**config.mk**
```make
export PLATFORM = sky130hd
export DESIGN_NAME = solution_serializer
export DESIGN_NICKNAME = d
export VERILOG_FILES = /design/src/rtl/solution_serializer.sv
export SDC_FILE = /design/constraint.sdc
export NUM_CORES = 1
export LEC_CHECK = 0
export CAP_MARGIN = 20
export CORE_MARGIN = 4
export CORE_UTILIZATION = 45
export CTS_BUF_LIST = sky130_fd_sc_hd__clkbuf_16
export CTS_CLUSTER_SIZE = 25
export DETAILED_ROUTE_END_ITERATION = 7
export PLACE_DENSITY = 0.66
export RECOVER_POWER = 25
export SLEW_MARGIN = 5
export SYNTH_ARGS = -nofsm -noshare
export SYNTH_HDL_FRONTEND = slang
export SYNTH_SLANG_ARGS = --single-unit
```
**constraint.sdc**
```tcl
create_clock -name clk_50mhz -period 8.1 [get_ports clk_50mhz]
set_input_delay 1.62 -clock clk_50mhz [delete_from_list [all_inputs] [get_ports clk_50mhz]]
set_output_delay 1.62 -clock clk_50mhz [all_outputs]
set_load 0.03 [all_outputs]
```
**src/rtl/solution_serializer.sv**
```systemverilog
// Streams a latched solver bitmap to uart_tx as a header byte {m,n} followed by
// row-packed bytes, handshaking each byte with transmit_done.
module solution_serializer #(
    parameter int MAX_ROWS = 11,
    parameter int MAX_COLS = 11
) (
    input  logic                             clk_50mhz,
    input  logic                             rst,
    input  logic                             valid_in,
    input  logic [MAX_ROWS*MAX_COLS-1:0]     solution,
    input  logic [$clog2(MAX_ROWS)-1:0]      m,
    input  logic [$clog2(MAX_COLS)-1:0]      n,
    input  logic                             transmit_done,
    output logic                             send,
    output logic [7:0]                       byte_out,
    output logic                             busy,
    output logic                             done
);
    localparam int TOTAL = MAX_ROWS * MAX_COLS;
    localparam int R_W   = $clog2(MAX_ROWS + 1);
    localparam int C_W   = $clog2(MAX_COLS + 1);
    localparam int J_W   = $clog2((MAX_COLS + 7) / 8 + 1);
    localparam int IDX_W = $clog2(TOTAL + 8);
    localparam int PAD_W = 2 ** IDX_W;

    typedef enum logic [2:0] {IDLE, HDR, WAIT, NEXT, ROW, FIN} state_t;

    state_t           state_reg, state_next;
    logic [TOTAL-1:0] sol_reg, sol_next;
    logic [R_W-1:0]   m_reg, m_next;
    logic [C_W-1:0]   n_reg, n_next;
    logic [R_W-1:0]   r_reg, r_next;
    logic [J_W-1:0]   j_reg, j_next;
    logic             send_reg, send_next;
    logic [7:0]       byte_reg, byte_next;
    logic             busy_reg, busy_next;
    logic             done_reg, done_next;

    logic [R_W-1:0]   m_sat;
    logic [C_W-1:0]   n_sat;
    logic [PAD_W-1:0] sol_pad;
    logic [IDX_W-1:0] row_base;
    logic [IDX_W-1:0] chunk_base;
    logic [C_W+3:0]   n_ext;
    logic [J_W-1:0]   chunks;
    logic [7:0]       row_byte;
    logic             rows_left;
    logic             last_chunk;

    assign m_sat = (32'(m) > 32'(MAX_ROWS)) ? R_W'(MAX_ROWS) : R_W'(m);
    assign n_sat = (32'(n) > 32'(MAX_COLS)) ? C_W'(MAX_COLS) : C_W'(n);

    // Zero padding keeps the cell index in range for the last partial chunk.
    assign sol_pad    = {{(PAD_W - TOTAL){1'b0}}, sol_reg};
    assign row_base   = IDX_W'(r_reg) * IDX_W'(MAX_COLS);
    assign chunk_base = IDX_W'({j_reg, 3'b000});
    assign n_ext      = (C_W + 4)'(n_reg) + (C_W + 4)'(7);
    assign chunks     = J_W'(n_ext >> 3);
    assign rows_left  = (r_reg < m_reg) && (chunks != '0);
    assign last_chunk = (j_reg == (chunks - J_W'(1)));

    genvar gi;
    generate
        for (gi = 0; gi < 8; gi++) begin : g_bit
            logic [IDX_W-1:0] col;
            assign col          = chunk_base + IDX_W'(gi);
            assign row_byte[gi] = (col < IDX_W'(n_reg)) && sol_pad[row_base + col];
        end
    endgenerate

    // Outputs are registered, so HDR and NEXT load the pulse that is visible
    // during the following WAIT/ROW/FIN cycle.
    always_comb begin
        state_next = state_reg;
        sol_next   = sol_reg;
        m_next     = m_reg;
        n_next     = n_reg;
        r_next     = r_reg;
        j_next     = j_reg;
        send_next  = 1'b0;
        byte_next  = byte_reg;
        done_next  = 1'b0;
        case (state_reg)
            IDLE: begin
                if (valid_in) begin
                    sol_next   = solution;
                    m_next     = m_sat;
                    n_next     = n_sat;
                    r_next     = '0;
                    j_next     = '0;
                    state_next = HDR;
                end
            end
            HDR: begin
                send_next  = 1'b1;
                byte_next  = {4'(m_reg), 4'(n_reg)};
                state_next = WAIT;
            end
            WAIT: begin
                if (transmit_done) begin
                    state_next = NEXT;
                end
            end
            NEXT: begin
                if (rows_left) begin
                    send_next = 1'b1;
                    byte_next = row_byte;
                    if (last_chunk) begin
                        j_next = '0;
                        r_next = r_reg + R_W'(1);
                    end else begin
                        j_next = j_reg + J_W'(1);
                    end
                    state_next = ROW;
                end else begin
                    done_next  = 1'b1;
                    state_next = FIN;
                end
            end
            ROW:     state_next = WAIT;
            FIN:     state_next = IDLE;
            default: state_next = IDLE;
        endcase
        busy_next = (state_next != IDLE);
    end

    always_ff @(posedge clk_50mhz) begin
        if (rst) begin
            state_reg <= IDLE;
            sol_reg   <= '0;
            m_reg     <= '0;
            n_reg     <= '0;
            r_reg     <= '0;
            j_reg     <= '0;
            send_reg  <= 1'b0;
            byte_reg  <= 8'h00;
            busy_reg  <= 1'b0;
            done_reg  <= 1'b0;
        end else begin
            state_reg <= state_next;
            sol_reg   <= sol_next;
            m_reg     <= m_next;
            n_reg     <= n_next;
            r_reg     <= r_next;
            j_reg     <= j_next;
            send_reg  <= send_next;
            byte_reg  <= byte_next;
            busy_reg  <= busy_next;
            done_reg  <= done_next;
        end
    end

    assign send     = send_reg;
    assign byte_out = byte_reg;
    assign busy     = busy_reg;
    assign done     = done_reg;
endmodule

```
==> out/metrics.cfg <==
[status]
status = finished with violations
violations = max-capacitance violations, max-slew violations

[critical_path]
worstSetupEndpointType = register
critPathRequiredTime_ns = 8.40
worst-setup-path-type = register to register
start_kind = register
path_max_fanout = 38
crit_start = r_reg[0]
r2r-start = r_reg[0]
arrival_ns = 5.74

[yosys]
synth_edf_count = 0
synth_warnings = 0
ys_types = 75
syn_area_per_cell_um2 = 9.18
synthesis.nets = 1552
async_flop_share_pct = 0
ys_seq_area_share_pct = 23.5
synth-main-ff-cell = dfxtp_1
syn-cell-area_um2 = 12700
synth_seq_cells = 149
syn_inst = 1385

[final_layout]
finalNonFillerCells = 1850
fin_util_pct = 53.3
finalNetCount = 1626
diodes = 0
drive_gt1_share_pct = 15.4
syn2layout_area_growth_pct = 16.7
postLayoutCellArea_um2 = 14800
largest_reg_flops = 121

[global_routing]
grt_pass1_wl_um = 61100
grtUsageTotal_pct = 24.8
grt_antenna_before_repair = 0
grt_overflow = 0
grt_max_degree = 79
grt_pass1_vias = 10732

[drt]
drc_errors = 0
wl_met3_um = 2920
drtAntennaViolNets = 0
vias = 11335
met2_length_um = 18200
dr.pass1.iters = 5
first_iter_violations = 1159
wl_um = 38900
drt-met1-wl_um = 16900
via_per_inst = 6.13
top_layer = met4
avgRoutedWirePerCell_um = 21.0

[sta]
fin_crit_sh_pct = 67.1
setup_viol = 0
fmaxAchievable_ghz = 0.184
slew_viol_final = 74
worstMarginPinSlew_ns = 3.11
fin_tns_setup_ns = 0
relSlewSlack_pct = -107
skew_ns = 0.00694
rsz0062_at_grt = no
timing_hold_violations_final = 0
period_needed_ns = 5.44

[pwr]
vdd_ir_drop_max_uv = 135
p_total_w = 0.00241
p_per_area_nw_per_um2 = 162
leakage_nw = 5.11

[placed_design]
dp_cells = 1818
dp.final_hpwl_um = 29300
gp_congestion = 0.975
place.port_buffers = 143
place_area_um2 = 14300

[floorplanning]
die_area_um2 = 31000
die_w_um = 176
die_h_um = 176
fp-row-count = 61
ioPinCount = 144
core-area_um2 = 27900
start_util_pct = 45.6

[cts]
ctsHoldBuffers = 0
cts_tree = done
numCtsBuffers = 17
cts_setup_buffers = 0
cts.sinks = 149
clk-insertion-delay-late_ns = 0.44
cts_buffer_depth = 2
post_cts_resized = 0
h-tree-depth = 4
clkTransAtPathRegs_ns = 0.07
cts_root_buf = clkbuf_16

[flow_run]
drv_cap = 1

[min_path]
hp-start = sol_reg[105]
hold_class = register to register

-- critical path, stage by stage, from the launching register on --
cell	delay, ns
dfxtp_2	0.87
ha_1	0.36
ha_1	0.30
inv_1	0.06
fa_1	0.53
inv_1	0.07
ha_1	0.62
ha_1	0.29
a21oi_1	0.12
xnor2_2	0.63
mux4_2	0.59
mux2_2	0.28
nor3b_1	0.33
a2111oi_0	0.12
o2bb2ai_1	0.14
-- layout make-up --
type / instances / area (um2)
Sequential cell: 149 / 2980
Timing Repair Buffer: 163 / 1580
Multi-Input combinational cell: 1106 / 9140
Tap cell: 378 / 473
Inverter: 22 / 82.6
Clock buffer: 17 / 425
Fill cell: 2582 / 13000
Clock inverter: 15 / 159
-- cells in the final DEF, fill, tap and decap left out, types with 30 or more instances in the layout --
master / netlist / final
a21oi_1: 157 / 157
clkdlybuf4s50_1: 0 / 142
dfxtp_1: 149 / 148
ha_1: 31 / 30
mux2_2: 38 / 38
mux2i_1: 133 / 133
mux4_2: 116 / 116
nand2_1: 307 / 306
nor2_1: 35 / 35
xnor2_1: 33 / 31
-- synthesized netlist by cell type (all sizes together), types with 7 or more instances --
library cell | n | area, um2
and2 | 7 | 43.8
dfxtp | 149 | 2980
a211oi | 18 | 135
o211ai | 9 | 67.6
o21ai | 26 | 130
mux2i | 133 | 1330
nor2 | 35 | 131
clkbuf | 62 | 233
xnor2 | 35 | 322
nor3 | 22 | 110
mux4 | 122 | 2770
a21oi | 157 | 786
xor2 | 10 | 87.6
nand2 | 307 | 1150
ha | 31 | 388
buf | 46 | 310
inv | 21 | 78.8
or2 | 7 | 43.8
nand4 | 7 | 43.8
a31oi | 7 | 43.8
nand3 | 20 | 100
o31ai | 7 | 57.6
mux2 | 38 | 428
nand2b | 7 | 43.8
-- per-stage QoR --
step                      setup slack, ns  hold WS, ns
after floorplan                      3.49        0.432
after global placement               2.84        0.443
after detailed placement             2.71        0.458
after CTS                            2.70        0.469
after global routing                 2.33        0.498
final                                2.66        0.466
-- power by group --
part,switching [W],internal (W)
registers,0.0000835,0.000799
clock network,0.000383,0.000439
logic,0.000373,0.000331
-- final timing paths --
path	end	slack [ns]	depth (start not counted)
worst max-delay path	byte_out[6]	2.66	14
worst min-delay path	sol_reg[105]	0.47	2
worst max register to register	byte_out[6]	2.66	14
worst min register to register	sol_reg[105]	0.47	2
-- cell families (layout without fill, tap and decap cells) --
| group | Yosys count | in the layout | synth area share (%) |
|---|---|---|---|
| mux | 293 | 293 | 35.6 |
| flops | 149 | 149 | 23.5 |
| simple gates | 448 | 448 | 15.2 |
| xor+xnor | 48 | 48 | 3.75 |
| buf+inv | 130 | 217 | 4.92 |
| compound gates | 283 | 283 | 13.5 |
| fa+ha+maj | 34 | 34 | 3.52 |
-- per-layer routing --
| layer | GRT usage [%] | up-vias |
|---|---|---|
| met5 | 0 | - |
| met4 | 6.66 | 0 |
| met3 | 4.30 | 58 |
| met2 | 39.8 | 463 |
| met1 | 34.8 | 5509 |
| li1 | - | 5305 |
No activity file was read; power rests on OpenSTA's default activity.
